`config.mk`:
```
export PLATFORM = sky130hd
export DESIGN_NAME = traffic_light_monitor_flat
export DESIGN_NICKNAME = d
export VERILOG_FILES = /design/src/rtl/traffic_light_if.sv /design/src/rtl/traffic_light_monitor.sv /design/src/flat_wrapper.sv
export SDC_FILE = /design/constraint.sdc
export NUM_CORES = 1
export LEC_CHECK = 0
export BUFFER_PORTS_ARGS = -buffer_cell sky130_fd_sc_hd__buf_2
export CAP_MARGIN = 30
export CORE_ASPECT_RATIO = 1.75
export CORE_UTILIZATION = 40
export CTS_BUF_LIST = sky130_fd_sc_hd__clkbuf_4 sky130_fd_sc_hd__clkbuf_8 sky130_fd_sc_hd__clkbuf_16
export CTS_CLUSTER_SIZE = 10
export DETAILED_ROUTE_END_ITERATION = 16
export PLACE_DENSITY = 0.56
export REMOVE_ABC_BUFFERS = 1
export SLEW_MARGIN = 25
export SYNTH_ARGS = -nofsm -noshare
export SYNTH_HDL_FRONTEND = slang
export SYNTH_SLANG_ARGS = --single-unit
```
`constraint.sdc`:
```
create_clock -name clk -period 10.7 [get_ports clk]
set_clock_uncertainty 0.15 [all_clocks]
set_input_delay 2.14 -clock clk [delete_from_list [all_inputs] [get_ports clk]]
set_output_delay 2.14 -clock clk [all_outputs]
set_load 0.05 [all_outputs]
```
`src/rtl/traffic_light_if.sv`:
```
// Two-way traffic light bus. Each direction is one-hot {G,Y,R}.
// The light controller drives the bus and the monitor only observes it.
// Handshake: there is none. The bus is a level-sampled status bus with no
// valid/ready pair. The observer samples both directions on every rising
// clock edge.
interface traffic_light_if;
  logic [2:0] light1;
  logic [2:0] light2;

  modport master (output light1, output light2);
  modport slave  (input  light1, input  light2);
endinterface

```
`src/rtl/traffic_light_monitor.sv`:
```
// Passive monitor for a two-way traffic light controller.
// It decodes the intersection phase and flags unsafe patterns, out-of-order
// phases and dwell times outside the tolerance. All outputs are registered,
// so each one reflects the lights sampled at the previous clock edge.
module traffic_light_monitor #(
  parameter logic [31:0] CNTMAX = 32'd100000000,
  parameter logic [31:0] TOL    = 32'd4
) (
  input  logic                  clk,
  input  logic                  rst,
  traffic_light_if.slave        lights,
  output logic [2:0]            phase,
  output logic                  locked,
  output logic                  conflict,
  output logic                  conflict_seen,
  output logic                  seq_err,
  output logic                  timing_err,
  output logic [7:0]            err_cnt
);

  typedef enum logic {ST_UNLOCKED, ST_LOCKED} state_e;
  typedef enum logic [2:0] {
    PAT_G2 = 3'd0, PAT_Y2 = 3'd1, PAT_RR = 3'd2,
    PAT_G1 = 3'd3, PAT_Y1 = 3'd4, PAT_ILL = 3'd7
  } pat_e;

  localparam logic [2:0]  C_G      = 3'b100;
  localparam logic [2:0]  C_Y      = 3'b010;
  localparam logic [2:0]  C_R      = 3'b001;
  localparam logic [2:0]  PH_NONE  = 3'd7;
  localparam logic [31:0] STEP     = CNTMAX + 32'd1;
  localparam logic [31:0] STEP_G1  = STEP << 1;
  localparam logic [31:0] DWELL_MX = 32'hFFFF_FFFF;

  // Bus pattern expected while the intersection is in a given phase.
  function automatic pat_e phase_pat(input logic [2:0] p);
    case (p)
      3'd0:    return PAT_G2;
      3'd1:    return PAT_Y2;
      3'd2:    return PAT_RR;
      3'd3:    return PAT_G1;
      3'd4:    return PAT_Y1;
      3'd5:    return PAT_RR;
      default: return PAT_ILL;
    endcase
  endfunction

  // Phase entered by an in-sequence pattern transition. The predecessor tells
  // the two all-red phases apart. Any other transition returns PH_NONE.
  function automatic logic [2:0] entry_phase(input pat_e prev, input pat_e cur);
    if      (prev == PAT_G2 && cur == PAT_Y2) return 3'd1;
    else if (prev == PAT_Y2 && cur == PAT_RR) return 3'd2;
    else if (prev == PAT_RR && cur == PAT_G1) return 3'd3;
    else if (prev == PAT_G1 && cur == PAT_Y1) return 3'd4;
    else if (prev == PAT_Y1 && cur == PAT_RR) return 3'd5;
    else if (prev == PAT_RR && cur == PAT_G2) return 3'd0;
    else                                      return PH_NONE;
  endfunction

  state_e      state_q, state_d;
  logic [2:0]  phase_q, phase_d;
  logic [5:0]  raw_q;
  pat_e        pat_q, pat_cur;
  logic [31:0] dwell_q, dwell_d;
  logic        conflict_q, conflict_cur;
  logic        seen_q;
  logic        seq_err_q, seq_err_d;
  logic        timing_err_q, timing_err_d;
  logic [7:0]  err_cnt_q, err_cnt_d;
  logic        changed;
  logic [2:0]  next_ph;
  logic [31:0] exp_dwell, lo_lim, hi_lim;
  logic [8:0]  err_sum;

  // Decode the current bus sample into a pattern and a safety verdict.
  always_comb begin
    pat_cur = PAT_ILL;
    case ({lights.light1, lights.light2})
      {C_R, C_G}: pat_cur = PAT_G2;
      {C_R, C_Y}: pat_cur = PAT_Y2;
      {C_R, C_R}: pat_cur = PAT_RR;
      {C_G, C_R}: pat_cur = PAT_G1;
      {C_Y, C_R}: pat_cur = PAT_Y1;
      default:    pat_cur = PAT_ILL;
    endcase
    conflict_cur = !$onehot(lights.light1) || !$onehot(lights.light2) ||
                   (!lights.light1[0] && !lights.light2[0]);
  end

  // Next-state logic: dwell tracking, locking, sequence and timing checks.
  always_comb begin
    state_d      = state_q;
    phase_d      = phase_q;
    seq_err_d    = 1'b0;
    timing_err_d = 1'b0;
    changed      = ({lights.light1, lights.light2} != raw_q);
    next_ph      = (phase_q == 3'd5) ? 3'd0 : 3'(phase_q + 3'd1);
    exp_dwell    = (phase_q == 3'd3) ? STEP_G1 : STEP;
    lo_lim       = (exp_dwell > TOL) ? (exp_dwell - TOL) : 32'd0;
    hi_lim       = exp_dwell + TOL;
    if (changed)                   dwell_d = 32'd1;
    else if (dwell_q == DWELL_MX)  dwell_d = dwell_q;
    else                           dwell_d = dwell_q + 32'd1;

    case (state_q)
      ST_UNLOCKED: begin
        // The segment that ends here is partial, so it is not timed.
        if (changed && entry_phase(pat_q, pat_cur) != PH_NONE) begin
          state_d = ST_LOCKED;
          phase_d = entry_phase(pat_q, pat_cur);
        end
      end
      ST_LOCKED: begin
        if (changed) begin
          if (pat_cur == PAT_ILL) begin
            state_d = ST_UNLOCKED;
          end else if (pat_cur != phase_pat(next_ph)) begin
            seq_err_d = 1'b1;
            state_d   = ST_UNLOCKED;
          end else begin
            phase_d = next_ph;
            if (dwell_q < lo_lim || dwell_q > hi_lim) timing_err_d = 1'b1;
          end
        end else if (dwell_d == hi_lim + 32'd1) begin
          // The controller stalled. Report it once and drop out of lock.
          timing_err_d = 1'b1;
          state_d      = ST_UNLOCKED;
        end
      end
      default: state_d = ST_UNLOCKED;
    endcase

    err_sum   = {1'b0, err_cnt_q} + {8'd0, conflict_cur & ~conflict_q} +
                {8'd0, seq_err_d} + {8'd0, timing_err_d};
    err_cnt_d = (err_sum > 9'd255) ? 8'd255 : err_sum[7:0];
  end

  // State register. Reset wins over everything else.
  always_ff @(posedge clk) begin
    if (rst) begin
      state_q      <= ST_UNLOCKED;
      phase_q      <= 3'd0;
      raw_q        <= 6'd0;
      pat_q        <= PAT_ILL;
      dwell_q      <= 32'd0;
      conflict_q   <= 1'b0;
      seen_q       <= 1'b0;
      seq_err_q    <= 1'b0;
      timing_err_q <= 1'b0;
      err_cnt_q    <= 8'd0;
    end else begin
      state_q      <= state_d;
      phase_q      <= phase_d;
      raw_q        <= {lights.light1, lights.light2};
      pat_q        <= pat_cur;
      dwell_q      <= dwell_d;
      conflict_q   <= conflict_cur;
      seen_q       <= seen_q | conflict_cur;
      seq_err_q    <= seq_err_d;
      timing_err_q <= timing_err_d;
      err_cnt_q    <= err_cnt_d;
    end
  end

  assign locked        = (state_q == ST_LOCKED);
  assign phase         = locked ? phase_q : PH_NONE;
  assign conflict      = conflict_q;
  assign conflict_seen = seen_q;
  assign seq_err       = seq_err_q;
  assign timing_err    = timing_err_q;
  assign err_cnt       = err_cnt_q;

endmodule
```
`src/flat_wrapper.sv`:
```
// flat-port wrapper written by rule: the top's interface ports become plain ports
module traffic_light_monitor_flat 
#(
  parameter logic [31:0] CNTMAX = 32'd100000000,
  parameter logic [31:0] TOL    = 32'd4
)
  (clk, rst, phase, locked, conflict, conflict_seen, seq_err, timing_err, err_cnt, lights_light1, lights_light2);
  traffic_light_if lights_i ();
  input  logic clk;
  input  logic rst;
  output logic [2:0] phase;
  output logic locked;
  output logic conflict;
  output logic conflict_seen;
  output logic seq_err;
  output logic timing_err;
  output logic [7:0] err_cnt;
  input wire logic [$bits(lights_i.light1)-1:0] lights_light1;
  input wire logic [$bits(lights_i.light2)-1:0] lights_light2;
  assign lights_i.light1 = lights_light1;
  assign lights_i.light2 = lights_light2;
  traffic_light_monitor #(.CNTMAX(CNTMAX), .TOL(TOL)) u_core (.clk(clk), .rst(rst), .lights(lights_i), .phase(phase), .locked(locked), .conflict(conflict), .conflict_seen(conflict_seen), .seq_err(seq_err), .timing_err(timing_err), .err_cnt(err_cnt));
endmodule
```
### Word-level counts from Yosys, hierarchy flattened

Cells that the tools add are included.

| word-level totals | value |
|---|---|
| word-level logic and storage cells | 122 |
| bits in latches | 0 |
| output and inout port bits | 16 |
| memory bits (writable) | 0 |
| memories kept | 0 |
| bits in read-only memories | 0 |
| flip-flop bits (word level) | 57 |

| cells by class | value |
|---|---|
| add/subtract/negate cells | 12 |
| bitwise logic cells | 4 |
| $lt $le $gt $ge | 4 |
| $mul | 0 |
| div/mod/pow operators | 0 |
| reduce and logical (&&, ||, !) cells | 20 |
| shift operators | 0 |
| mux-type cells | 40 |
| equal/unequal tests | 32 |

Operators with widths:

| operator | number |
|---|---|
| $mux 32 | 3 |
| $add 32x1->32 const B | 2 |
| $mux 3 | 16 |
| $add 32x3->32 const B | 1 |
| $eq 32x32->1 | 1 |
| $eq 32x32->1 const B | 1 |
| $gt 32x3->1 const B | 1 |
| $gt 32x32->1 | 1 |
| $lt 32x32->1 | 1 |
| $sub 32x3->32 const B | 1 |
| $pmux 3 s5 | 2 |
| $mux 28 | 1 |
| $eq 3x2->1 const B | 7 |
| $add 9x1->9 | 2 |
| $eq 3x3->1 const B | 6 |
| $eq 6x4->1 const B | 3 |
| $mux 1 | 15 |
| $add 8x1->9 | 1 |
| $eq 3x1->1 const B | 3 |
| $gt 9x8->1 const B | 1 |
| $logic_not 3->1 | 3 |
| $logic_and 1x1->1 | 8 |
| $mux 8 | 1 |
| $eq 6x5->1 const B | 1 |
| 19 further kinds | 30 |

### Longest topological paths before layout

| logic depth | value |
|---|---|
| word-level depth | 17 |
| gate-level depth with buffers | 22 |
| mapped depth without buffers | 21 |

### Worst setup path after synthesis

OpenSTA, ideal clock, no wires.

| timing path | value |
|---|---|
| path type | input port to flip-flop |
| from | input port lights_light2[0] |
| to | register u_core.err_cnt_q[4], in the netlist u_core.err_cnt[4] |
| buffers on the path | 2 |
| data required time | 10485 ps |
| arrival time | 6101 ps |
| setup slack | 4384 ps |
| stages | 20 |
| path through | buf_2 -> xor2_1 -> nor4_1 -> and2_1 -> clkbuf_1 -> and4_1 -> nand4bb_1 -> or3_1 -> a2111oi_2 -> o21ai_1 -> fa_1 -> inv_1 -> ha_1 -> inv_1 -> fa_1 -> nor2b_1 -> nor2b_1 -> nand4_1 -> o21a_1 -> nor2_1 |

| on the way | value |
|---|---|
| longest elaborated chain between the ends | 12 |

RTL lines:

| what | RTL line | text |
|---|---|---|
| start, declared | flat_wrapper.sv:19 | `input wire logic [$bits(lights_i.light2)-1:0] lights_light2;` |
| $add 1x1->2 (not written as such) | traffic_light_monitor.sv:86 | `conflict_cur = !$onehot(lights.light1) \|\| !$onehot(lights.light2) \|\|` |
| $add 2x1->2 (not written as such) | traffic_light_monitor.sv:86 |  |
| $eq 2x1->1 | traffic_light_monitor.sv:86 |  |
| $logic_not 1->1 | traffic_light_monitor.sv:86 |  |
| $logic_or 1x1->1 (2 in a row) | traffic_light_monitor.sv:86 |  |
| $and 1x1->1 | traffic_light_monitor.sv:133 | `err_sum = {1'b0, err_cnt_q} + {8'd0, conflict_cur & ~conflict_q} +` |
| $add 8x1->9 | traffic_light_monitor.sv:133 |  |
| $add 9x1->9 | traffic_light_monitor.sv:133 |  |
| $add 9x1->9 (*) | traffic_light_monitor.sv:134 | `{8'd0, seq_err_d} + {8'd0, timing_err_d};` |
| $gt 9x8->1 | traffic_light_monitor.sv:135 | `err_cnt_d = (err_sum > 9'd255) ? 8'd255 : err_sum[7:0];` |
| $mux 8 (*) | traffic_light_monitor.sv:135 |  |
| end signal, assigned | traffic_light_monitor.sv:161 | `err_cnt_q <= err_cnt_d;` |
| end, declared | traffic_light_monitor.sv:69 | `logic [7:0] err_cnt_q, err_cnt_d;` |

Mark *: on every way between the ends. The rest lies on a longest branch, timed or not.
A chain may end at the register's enable or synchronous reset.

### Worst setup path after layout

Same ends and word-level chain as after synthesis.

==> results.tsv <==
metric	value	unit
status	complete, no violations	
worst hold path type	reg -> reg	
critical path depth	19	
metal2 WL	6830	um
count leader, synth	dfxtp_1	
CTS Buf Count	9	
maximum clock rate	0.156	GHz
mapped cell area	4220	um^2
Mapped Cells	515	
Slew headroom	58.9	%
Avg Cell Area, Syn	8.19	um^2
crit path launch type	input pin	
Remaining DRCs	0	
slowest CP cell	fa_1	
clock slew at reported path FFs	60	ps
TritonCTS sink count	57	
Tmin final	6420	ps
CTS tree	yes	
Final HPWL DP	9660	um
# setup viols final	0	
via count	4119	
Post-DP Area	4330	um^2
Core Util, Final	45.6	%
Final TNS setup	0	ps
postcts setup bufs	0	
Crit path buffers/inverters	3	
max-cap viol count	0	
PwrDens	123	nW/um^2
RSZ-0062 raised after global routing	no	
Ports	24	
Critical Path End	u_core.err_cnt[4]$_SDFF_PP0_	
Worst Path Arrival	6550	ps
leak pwr	1.73	nW
reg2reg setup slack	4830	ps
max-slew violation count	0	
Least-Margin Pin Slew	612	ps
max layer used	met4	
hold path start	u_core.conflict_seen$_SDFF_PP0_	
die area	11000	um^2
number of flops mapped to enable cells by yosys	0	
largest net degree at the start of global routing	33	
CP Cell Sequence	buf_2 -> xor2_1 -> nor4_1 -> nand2_1 -> a211o_1 -> nor4_2 -> o21bai_1 -> a2111oi_2 -> o21ai_1 -> fa_1 -> inv_1 -> ha_1 -> inv_1 -> fa_1 -> nor2b_1 -> nor2b_1 -> nand4_1 -> o21a_1 -> nor2_1	
Ys Warns	0	
Diodes inserted	0	
Site Rows	49	
vias in the first global route	3965	
cts hold-fix bufs	0	
kind of critical path	in -> reg	
Avg WL per Cell	19.7	um
M1 WL	4630	um
vias per cell	6.32	
max incr delay on CP	490	ps
Reg2Reg Capture Point	u_core.err_cnt[4]$_SDFF_PP0_	
period utilisation layout	60.0	%
Post-DRT Antenna Nets	0	
global route overflow	0	
Critical Path End Type	flip-flop	
post-cts repair resize count	0	
GP Congestion	0.930	
Area growth syn-to-layout	10.7	%
fillcell total	991	
peak supply drop	109	uV
Clock Path Buffers	2	
initial antenna violation count	0	
drt total wl	12900	um
layout cell share with drive strength beyond 1	11.4	%
Setup crit start	lights_light2[0]	
core area	10200	um^2
Synth top area share	27.1	%
Initial Util	41.2	%
RR Startpoint	u_core.phase_q[1]$_SDFFE_PP0P_	
die height	138	um
GRT Util Overall	24.8	%
die width	79.6	um
Cell variety after synth	76	
clk_lat worst skew	340	ps
Synth async-reset ratio	0	%
post-route design area	4670	um^2
WL met3	499	um
critical path's top delay family	simple AND/OR/NAND/NOR gates	
global-route wire length before repair	20400	um
Seq/Total Area, Yosys	27.1	%
Synth area leader	dfxtp_1	
DR pass1 iterations	5	
top cells by area, synth	dfxtp_1 (27%), nor2_1 (4.7%), xor2_1 (4.6%)	
clk root buf	clkbuf_16	
NumNets Final	545	
Synth top cells by count	dfxtp_1 (57), nor2_1 (53), nand2_1 (36)	
H-tree depth	3	
DRT iter0 DRCs	408	
Final Hold Vio Count	0	
FF+latch count, synth	57	
worst reg-to-reg path cell count	21	
port buffer count	23	
worst-path fanout max	13	
Synth Flop Type	dfxtp_1	
CP Data Required Time	10830	ps
-- state kept, by name, summed over array words and instances (netlist names) --
register and count:
u_core.conflict 1, u_core.conflict_seen 1, u_core.dwell_q 32, u_core.err_cnt 8, u_core.locked 1, u_core.pat_q 3
u_core.phase_q 3, u_core.raw_q 6, u_core.seq_err 1, u_core.timing_err 1
-- power by group --
| group | switching [mW] | total (mW) | leakage, nW | internal, mW |
|---|---|---|---|---|
| Clock | 0.117 | 0.323 | 0.157 | 0.206 |
| Combinational | 0.0240 | 0.0355 | 1.11 | 0.0115 |
| Sequential | 0.00233 | 0.218 | 0.462 | 0.216 |
-- through the flow --
step	hold slack [ps]	setup slack, ps	instances	power [mW]
floorplan	358	4640	482	0.245
global placement	283	4080	635	0.257
detailed placement	287	3930	635	0.258
CTS	297	4270	651	0.580
global route	316	3760	652	0.594
finish	297	4280	652	0.576
-- cells by family after synthesis --
logic type | share of synthesized area (%)
simple gates | 32.2
compound gates | 18.7
flops | 27.1
buf+inv | 6.29
xor+xnor | 9.31
fa+ha+maj | 5.76
mux | 0.742
-- worst min-delay path by stage --
stage               cells past startpoint                              end
floorplan                               2    u_core.dwell_q[31]$_SDFF_PP0_
global placement                        2  u_core.conflict_seen$_SDFF_PP0_
detailed placement                      2  u_core.conflict_seen$_SDFF_PP0_
CTS                                     2  u_core.conflict_seen$_SDFF_PP0_
global route                            2  u_core.conflict_seen$_SDFF_PP0_
finish                                  2  u_core.conflict_seen$_SDFF_PP0_
-- metal layers --
layer / vias to the layer above / global-route usage, %
met5: - / 0
met4: 0 / 18.5
met3: 59 / 3.25
met2: 171 / 45.5
met1: 1970 / 24.8
li1: 1919 / -
-- layout make-up --
class	count	area [um^2]	share of cell area, %
Multi-Input combinational cell	404	2810	60.2
Sequential cell	57	1140	24.4
Clock buffer	9	225	4.82
Tap cell	127	159	3.40
Timing Repair Buffer	27	150	3.22
Clock inverter	7	103	2.20
Inverter	21	78.8	1.69
-- worst register-to-register path: cells and delay by family, from the launching register on --
kind / cells / cell delay, ps
compound gates: 6 / 1180
buf+inv: 3 / 460
fa+ha+maj: 5 / 1850
flops: 1 / 500
mux: 1 / 80
simple gates: 6 / 1570
-- cell usage in the layout (no fill, tap or decap), drive strengths merged, types with 5 or more instances in the layout --
cell type,netlist,final
a211o,5,5
a211oi,12,12
a21oi,23,23
a31oi,6,6
and3,9,9
and4,12,12
buf,20,26
clkbuf,13,9
dfxtp,57,57
ha,13,13
inv,21,23
nand2,36,36
nand2b,8,8
nand3,15,15
nand4,26,26
nor2,53,53
nor2b,10,10
nor3,15,15
nor4,10,10
o211ai,7,7
o21ai,16,16
or4,8,8
xnor2,22,22
xor2,22,22
Power figures use the tool's default switching activity.
